$ cat config.mk
export PLATFORM = sky130hd
export DESIGN_NAME = water_level_array
export DESIGN_NICKNAME = d
export VERILOG_FILES = /design/src/rtl/water_level_pkg.sv /design/src/rtl/water_level_chan.sv /design/src/rtl/water_level_array.sv
export SDC_FILE = /design/constraint.sdc
export NUM_CORES = 1
export LEC_CHECK = 0
export ABC_AREA = 1
export CORE_UTILIZATION = 30
export CTS_CLUSTER_DIAMETER = 30
export DETAILED_ROUTE_END_ITERATION = 6
export PLACE_DENSITY = 0.41
export SETUP_SLACK_MARGIN = 0.5
export SYNTH_ARGS = -nofsm -noshare
export SYNTH_HDL_FRONTEND = slang
export SYNTH_SLANG_ARGS = --single-unit
$ cat constraint.sdc
create_clock -name clk -period 3.7 [get_ports clk]
set_clock_uncertainty 0.05 [all_clocks]
set_input_delay 0.74 -clock clk [delete_from_list [all_inputs] [get_ports clk]]
set_output_delay 0.74 -clock clk [all_outputs]
set_load 0.01 [all_outputs]
$ cat src/rtl/water_level_pkg.sv
// Shared types and elaboration helpers for the multi-channel water-level debouncer.
package water_level_pkg;

  localparam logic SW_DRY = 1'b1;
  localparam logic SW_WET = 1'b0;

  typedef struct packed {
    logic stable;
    logic rise;
    logic fall;
  } chan_out_t;

  function automatic int ms_to_cycles(input int clk_hz, input int ms);
    return (clk_hz / 1000) * ms;
  endfunction

  function automatic int cnt_width(input int limit);
    return $clog2(limit + 1);
  endfunction

endpackage

$ cat src/rtl/water_level_chan.sv
// One float-switch channel: 2-flop synchroniser, stable-time debouncer, rise/fall pulses.
module water_level_chan
  import water_level_pkg::*;
#(
  parameter int   COUNT_LIMIT = 8,
  parameter logic RESET_BIT   = SW_DRY
) (
  input  logic      clk,
  input  logic      reset_n,
  input  logic      din,
  output chan_out_t q
);

  localparam int CW = cnt_width(COUNT_LIMIT);

  logic          sync1, sync2;
  logic [CW-1:0] cnt;

  // The count only advances while sync2 disagrees with the committed level, so any
  // bounce back restarts it and the commit edge always returns it to zero.
  always_ff @(posedge clk or negedge reset_n) begin
    if (!reset_n) begin
      sync1    <= RESET_BIT;
      sync2    <= RESET_BIT;
      cnt      <= '0;
      q.stable <= RESET_BIT;
      q.rise   <= 1'b0;
      q.fall   <= 1'b0;
    end else begin
      sync1  <= din;
      sync2  <= sync1;
      q.rise <= 1'b0;
      q.fall <= 1'b0;
      if (sync2 == q.stable) begin
        cnt <= '0;
      end else if (cnt < CW'(COUNT_LIMIT - 1)) begin
        cnt <= cnt + CW'(1);
      end else begin
        q.stable <= sync2;
        q.rise   <= sync2;
        q.fall   <= ~sync2;
        cnt      <= '0;
      end
    end
  end

endmodule

$ cat src/rtl/water_level_array.sv
// N_CH stacked float-switch debouncer with fill-level decode and plausibility fault.
// Define WL_FAULT_STICKY_EN to make level_fault sticky until fault_clr.
module water_level_array
  import water_level_pkg::*;
#(
  parameter int              N_CH            = 4,
  parameter int              CLK_FREQ_HZ     = 50_000_000,
  parameter int              STABLE_MS       = 20,
  parameter int              COUNT_LIMIT_OVR = 0,
  parameter logic [N_CH-1:0] RESET_VAL       = '1
) (
  input  logic                       clk,
  input  logic                       reset_n,
  input  logic [N_CH-1:0]            signal_async,
  input  logic                       fault_clr,
  output logic [N_CH-1:0]            signal_stable,
  output logic [N_CH-1:0]            rise_pulse,
  output logic [N_CH-1:0]            fall_pulse,
  output logic [$clog2(N_CH+1)-1:0]  level,
  output logic                       level_fault
);

  localparam int COUNT_LIMIT = (COUNT_LIMIT_OVR != 0) ? COUNT_LIMIT_OVR
                                                      : ms_to_cycles(CLK_FREQ_HZ, STABLE_MS);
  localparam int LW = $clog2(N_CH + 1);

  if (COUNT_LIMIT < 2) begin : g_bad_limit
    $error("water_level_array: COUNT_LIMIT must be at least 2");
  end

  chan_out_t ch_q [N_CH];

  for (genvar i = 0; i < N_CH; i++) begin : g_ch
    water_level_chan #(
      .COUNT_LIMIT (COUNT_LIMIT),
      .RESET_BIT   (RESET_VAL[i])
    ) u_chan (
      .clk     (clk),
      .reset_n (reset_n),
      .din     (signal_async[i]),
      .q       (ch_q[i])
    );
    assign signal_stable[i] = ch_q[i].stable;
    assign rise_pulse[i]    = ch_q[i].rise;
    assign fall_pulse[i]    = ch_q[i].fall;
  end

  // Returns {fault, level}; level stops at the first dry switch from the bottom.
  function automatic logic [LW:0] decode(input logic [N_CH-1:0] st);
    logic          dry_seen;
    logic [LW-1:0] lvl;
    logic          flt;
    dry_seen = 1'b0;
    lvl      = '0;
    flt      = 1'b0;
    for (int i = 0; i < N_CH; i++) begin
      if (st[i] == SW_DRY)  dry_seen = 1'b1;
      else if (!dry_seen)   lvl      = LW'(i + 1);
    end
    for (int i = 1; i < N_CH; i++) begin
      if (st[i] == SW_WET && st[i-1] == SW_DRY) flt = 1'b1;
    end
    return {flt, lvl};
  endfunction

  localparam logic [LW:0] DEC_RST = decode(RESET_VAL);

  logic [LW-1:0] level_now;
  logic          fault_now;

  always_comb begin
    {fault_now, level_now} = decode(signal_stable);
  end

  always_ff @(posedge clk or negedge reset_n) begin
    if (!reset_n) begin
      level       <= DEC_RST[LW-1:0];
      level_fault <= DEC_RST[LW];
    end else begin
      level <= level_now;
`ifdef WL_FAULT_STICKY_EN
      if (fault_now)      level_fault <= 1'b1;
      else if (fault_clr) level_fault <= 1'b0;
`else
      level_fault <= fault_now;
`endif
    end
  end

`ifndef WL_FAULT_STICKY_EN
  logic unused_fault_clr;
  assign unused_fault_clr = fault_clr;
`endif

endmodule
==> reports/metrics.yaml, run 1 <==
reg2regPathDepth: 5
critical_path.max_stage_delay_ns: 0.59
status: "finished, final reports clean"
timing.critical_path.required_ns: 2.91
worstPathBufferInverterCount: 1
grt_remaining_overflow: 0
synthMuxAreaShare: 0
tritoncts: "built"
timing.final.hold_violations: 0
min_delay_path_depth: 0
ctsHtreeMaxLevel: 3
synth.cell_area_um2: 5590
power_density_nw_per_um2: 343
cp_top_family: "flip-flops"
count_of_buffers_added_by_post_cts_timing_repair_for_setup: 0
wire_length_of_the_first_global_routing_pass_mm: 19.7
nFillCells: 1897
die_width_um: 138
proportion_of_synthesized_flip_flops_having_asynchronous_set_or_reset: 1.00
clk_pin_slew_worst_paths_ns: 0.07
timing.max_slew.rel_slack: 0.526
vias: 4189
final_nets: 745
number_of_antenna_violations_at_the_first_check_in_global_routing: 0
ys.warnings.count: 0
ant_nets: 0
post_route_cells_drive_above_1_share: 0.126
worstMarginPinSlew_ns: 0.709
synthDistinctLibCells: 29
number_of_flip_flops_and_latches_in_the_synthesized_netlist: 104
r2r_start: "g_ch[1].u_chan.q[2]"
synthToLayoutAreaGrowth_pct: 12.8
postCtsHoldBufs: 0
global_route.usage.total: 0.128
synth_fp_nets: 719
gpl_congestion: 0.836
max_freq_mhz: 433
first_pass_iters: 4
max_cap_violations: 0
worst_hold_path_class: "reg2reg"
post_synth.cell_area_avg_um2: 7.89
num_cts_buffers: 9
post-dp-hpwl_mm: 8.29
synthSimpleGateAreaFrac: 0.358
core_area_um2: 18100
boundary_pin_count: 23
clock_latency_ns: 0.35
wl_per_cell_um: 11.6
total_power_mw: 2.16
synthAdderAreaFrac: 0.00895
starting_density: 0.309
design.die.area_um2: 19200
timing.critical_path.fanout_max: 6
clk_root_buffer_cell: "clkbuf_16"
pin_count_of_the_biggest_net_entering_global_routing: 51
synthCells: 708
count_of_final_setup_violators: 0
synth_xor_area_frac: 0.0705
num_rows: 49
hold_start: "g_ch[1].u_chan.sync1"
drtIter0Drc: 215
static_power_due_to_leakage_nw: 2.78
r2r_setup_slack_ns: 1.78
worst-setup-path-type: "reg2out"
synth-edff-count: 0
reg2reg_to: "g_ch[1].u_chan.cnt[15]"
route.final.wire_length_mm: 11.3
die_y_um: 138
cpMaxStageDelayCell: "dfstp_2"
predominant_post_synthesis_flop_cell: "dfrtp_1"
rsz0062_at_grt: "no"
synth_seq_area_share: 0.468
hold-path-endpoint: "g_ch[1].u_chan.sync2"
io_buffer_count: 21
route.detailed.vias_per_inst: 4.33
cts.path.max_buffers: 2
largest_family_of_logic_cells_by_synthesized_area: "simple AND/OR/NAND/NOR gates"
synth_compound_area_frac: 0.0228
remaining_drc_errors: 0
critical_path.endpoint_type: "output pin"
cts.repair.resized: 0
layout_worst_path_cycle_share: 0.624
n_antenna_cell: 0
first_global_vias: 4098
tritoncts_num_sinks: 104
final.setup.tns_ns: 0
post_layout_minimum_cycle_time_ns: 2.31
crit_arrival_ns: 1.52
crit_path_start_kind: "flop"
power.ir.vdd_worst_uv: 213
worstPathCellList: "clkdlybuf4s50_1"
max_slew_violation_count: 0
==> Yosys cell counts, types with 7 or more instances <==
master | instances | area share
nor2_2 | 30 | 0.034
o21ai_0 | 8 | 0.0072
o21bai_1 | 7 | 0.0094
dfrtp_1 | 92 | 0.41
nor2_1 | 141 | 0.095
nand2_1 | 185 | 0.12
dfstp_2 | 12 | 0.056
inv_1 | 79 | 0.053
buf_6 | 8 | 0.016
xnor2_1 | 16 | 0.025
nand3_1 | 42 | 0.038
xor2_1 | 29 | 0.045
nand2_2 | 9 | 0.010
==> per-layer routing <==
| metal | global-route usage | vias up | wire length [um] |
|---|---|---|---|
| met5 | 0 | - | 0 |
| met4 | 0.0467 | 0 | 146 |
| met3 | 0.0305 | 10 | 304 |
| met2 | 0.203 | 42 | 5140 |
| met1 | 0.169 | 1920 | 5670 |
| li1 | - | 2217 | - |
==> report_power, final <==
part | internal, mW | switching, mW | leakage (nW)
Combinational | 0.0221 | 0.0538 | 1.24
Sequential | 1.16 | 0.0120 | 1.40
Clock | 0.491 | 0.427 | 0.141
==> cell usage in the layout (no fill, tap or decap), types with 3 or more instances in the layout <==
master,netlist,layout
a21oi_1,6,6
clkbuf_16,0,9
clkdlybuf4s50_1,0,20
clkinv_2,0,3
dfrtp_1,92,92
dfstp_2,12,12
ha_1,4,4
inv_1,79,79
inv_2,3,3
nand2_1,185,185
nand2_2,9,9
nand3_1,42,42
nand3_2,5,5
nand4_1,5,5
nand4_2,4,4
nor2_1,141,141
nor2_2,30,30
nor2_4,5,5
nor3_1,6,6
o21ai_0,8,8
o21bai_1,7,7
or2_1,4,4
xnor2_1,16,16
xor2_1,29,29
==> flip-flops by register name, indices dropped and copies added, names as in the netlist <==
| register | flops |
|---|---|
| g_ch.u_chan.cnt | 80 |
| g_ch.u_chan.q | 12 |
| g_ch.u_chan.sync1 | 4 |
| g_ch.u_chan.sync2 | 4 |
| level | 3 |
| level_fault | 1 |
==> per-stage QoR <==
step / cells / setup slack (ns) / area (um2) / hold WS, ns / util
after global routing: 968 / 1.33 / 6300 / 0.317 / 0.349
final: 968 / 1.39 / 6300 / 0.306 / 0.349
after floorplan: 708 / 2.32 / 5590 / 0.295 / -
after global placement: 952 / 1.73 / 6020 / 0.298 / 0.333
after CTS: 968 / 1.33 / 6300 / 0.308 / 0.349
after detailed placement: 952 / 1.72 / 6020 / 0.297 / 0.333
==> area by class of cell <==
cell class / count / area (um2) / share of cell area
clock buffer: 11 / 253 / 0.0401
clock inverter: 5 / 31.3 / 0.00496
inverter: 82 / 308 / 0.0488
multi-input combinational: 514 / 2570 / 0.408
sequential: 104 / 2620 / 0.415
tap: 229 / 287 / 0.0454
timing repair buffer: 23 / 235 / 0.0373
==> worst max-delay path by stage <==
stage	start	endpoint	slack, ns	cells after the start
after floorplan	g_ch[2].u_chan.q[2]	g_ch[2].u_chan.cnt[11]	2.32	6
after global routing	g_ch[3].u_chan.q[2]	signal_stable[3]	1.33	1
after global placement	g_ch[3].u_chan.q[2]	signal_stable[3]	1.73	1
after detailed placement	g_ch[1].u_chan.q[2]	g_ch[1].u_chan.cnt[17]	1.72	5
after CTS	g_ch[3].u_chan.q[2]	signal_stable[3]	1.33	1
final	g_ch[3].u_chan.q[2]	signal_stable[3]	1.39	1
==> cells by family (layout without fill, tap and decap cells) <==
kind of cell	count (synthesis)	after routing
simple gates	443	443
compound gates	22	22
fa+ha+maj	4	4
buf+inv	90	121
xor+xnor	45	45
flops	104	104
Note: power is estimated with default switching activity, not from simulation.
==> run 2, diff against run 1 <==
--- a/config.mk
+++ b/config.mk
@@ -9,7 +9,7 @@
 export CORE_UTILIZATION = 30
 export CTS_CLUSTER_DIAMETER = 30
 export DETAILED_ROUTE_END_ITERATION = 6
-export PLACE_DENSITY = 0.41
+export PLACE_DENSITY = 0.43
 export SETUP_SLACK_MARGIN = 0.5
 export SYNTH_ARGS = -nofsm -noshare
 export SYNTH_HDL_FRONTEND = slang
==> constraint.sdc (replaced) <==
create_clock -name clk -period 2.01 [get_ports clk]
set_clock_uncertainty 0.05 [all_clocks]
set_input_delay 0.402 -clock clk [delete_from_list [all_inputs] [get_ports clk]]
set_output_delay 0.402 -clock clk [all_outputs]
set_load 0.01 [all_outputs]
==> reports/metrics.yaml, run 2 (synthesis results as in run 1) <==
design.die.area_um2: 19200  # unchanged
rsz0062_at_grt: "yes"
wire_length_of_the_first_global_routing_pass_mm: 21.0  # +7.0%
max_flop_register: "g_ch.u_chan.cnt"
crit_path_start_kind: "flop"
layout_worst_path_cycle_share: 0.807
mostFrequentLayoutCell: "nand2_1"
worstMarginPinSlew_ns: 0.374  # -0.335 ns
drtIter0Drc: 233  # +8.4%
status: "finished, violations left"
first_pass_iters: 6  # +2
pin_count_of_the_biggest_net_entering_global_routing: 42  # -18%
count_of_final_setup_violators: 0  # unchanged
post-dp-hpwl_mm: 8.44  # +1.8%
wl_per_cell_um: 13.0  # +11%
gpl_congestion: 0.829  # -0.92%
ctsHtreeMaxLevel: 3  # unchanged
power.ir.vdd_worst_uv: 457  # +120%
startpoint: "g_ch[3].u_chan.q[2]"
postLayoutSetupSlackWorst_ns: 0.389  # -1.00 ns
vias: 4526  # +8.0%
route.final.wire_length_mm: 13.2  # +17%
final_cell_count_no_fill: 1016  # +5.0%
tritoncts_num_sinks: 104  # unchanged
largest_register_ff_count: 80  # unchanged
num_cts_buffers: 9  # unchanged
clk_pin_slew_worst_paths_ns: 0.07  # about the same
first_global_vias: 4345  # +6.0%
crit_arrival_ns: 1.87  # +0.35 ns
post_layout_minimum_cycle_time_ns: 1.62
remaining_drc_errors: 8  # +8
max_cap_violations: 0  # unchanged
static_power_due_to_leakage_nw: 3.20  # +15%
failing_checks: "DRC"
critical_path.endpoint_type: "flop"
worst_hold_path_class: "reg2reg"
global_route.usage.total: 0.138  # +0.0106
core_area_um2: 18100  # unchanged
timing.critical_path.required_ns: 2.25  # -0.66 ns
final_nets: 793  # +6.4%
hold_start: "g_ch[1].u_chan.sync1"
post_route_cells_drive_above_1_share: 0.319  # +0.193
io_buffer_count: 21  # unchanged
timing.critical_path.fanout_max: 5  # -1
ant_nets: 0  # unchanged
timing.max_slew.rel_slack: 0.749  # +0.223
n_antenna_cell: 0  # unchanged
worst-setup-path-type: "reg2reg"
r2r_start: "g_ch[3].u_chan.q[2]"
route.detailed.vias_per_inst: 4.45  # +2.9%
number_of_antenna_violations_at_the_first_check_in_global_routing: 0  # unchanged
cts.path.max_buffers: 2  # unchanged
reg_top3: "g_ch.u_chan.cnt x80, g_ch.u_chan.q x12"
boundary_pin_count: 23  # unchanged
tritoncts: "built"
clock_latency_ns: 0.36  # about the same
max_freq_mhz: 617
num_rows: 49  # unchanged
grt_remaining_overflow: 0  # unchanged
die_y_um: 138  # unchanged
power_density_nw_per_um2: 579  # +69%
whs_ns: 0.307  # +0.00113 ns
starting_density: 0.309  # unchanged
final.setup.tns_ns: 0  # unchanged
timing.final.hold_violations: 0  # unchanged
placement.setup.worst_slack_ns: 0.367  # -1.35 ns
clk_root_buffer_cell: "clkbuf_16"
synthToLayoutAreaGrowth_pct: 36.4
max_slew_violation_count: 0  # unchanged
leading_cell_types_in_the_layout_fill_and_taps_excluded: "nand2_1, dfrtp_1, nor2_1, inv_1, nor2_4"
end_of_flow_core_utilization: 0.421  # +0.0728
die_width_um: 138  # unchanged
dpl.cell_count: 958  # +0.63%
[run 2: cell count changes in the layout (fill, tap and decap cells not counted), sizes merged, moves of 2 or more]
cell,change
buf,+45
clkdlybuf4s50,-16
dlygate4sd2,+11
clkbuf,+4
inv,+4
clkinv,-3
bufinv,+2
[run 2: timing repair]
| action | in CTS | in global routing |
|---|---|---|
| hold buffers | 1 | 0 |
| pin swaps | 5 | 22 |
| endpoints found under the hold margin | 6 | 0 |
| endpoints found under the setup margin | 92 | 91 |
| gates cloned | 3 | 6 |
| resized for setup | 77 | 162 |
| buffers inserted | 13 | 19 |
[run 2: cell type report]
class                   instances  area (um2)
clock inverters                 7         100
repair buffers                 71         828
clock buffers                   9         225
flip-flops and latches        104        2630
inverters                      82         315
fillers                      1802       10500
multi-input cells             514        3240
well taps                     229         287
[run 2: worst paths after layout]
check,cells after the start,slack (ns),to
max,8,0.39,g_ch[3].u_chan.cnt[4]
min,0,0.31,g_ch[1].u_chan.sync2
max reg2reg,8,0.39,g_ch[3].u_chan.cnt[4]
min reg2reg,0,0.31,g_ch[1].u_chan.sync2
max in group asynchronous,3,0.95,g_ch[1].u_chan.sync1
min in group asynchronous,2,0.36,g_ch[1].u_chan.cnt[16]
[run 2: where the power goes]
part / switching (mW) / internal, mW
combinational: 0.163 / 0.128
sequential: 0.0309 / 2.13
clock: 0.856 / 1.11
[run 2: layer usage]
metal,up-vias,GRT usage,wire [um]
met3,16,0.0416,450
li1,2315,-,-
met5,-,0,0
met2,43,0.228,6510
met4,0,0.0461,238
met1,2152,0.172,5960
[run 2: critical path: stages, from the launching register on]
cell and delay, ns:
dfstp_2 0.54, buf_6 0.10, inv_4 0.03, or2_4 0.23, nand2_4 0.07, nand4_4 0.15, buf_12 0.17, buf_16 0.14
nor2_4 0.07
[run 2: stage by stage]
stage / instance area (um2) / total power [mW]
after floorplan: 5590 / 2.27
after global placement: 6080 / 2.34
after detailed placement: 6080 / 2.35
after CTS: 6790 / 4.40
after global routing: 7620 / 4.62
final: 7620 / 4.41
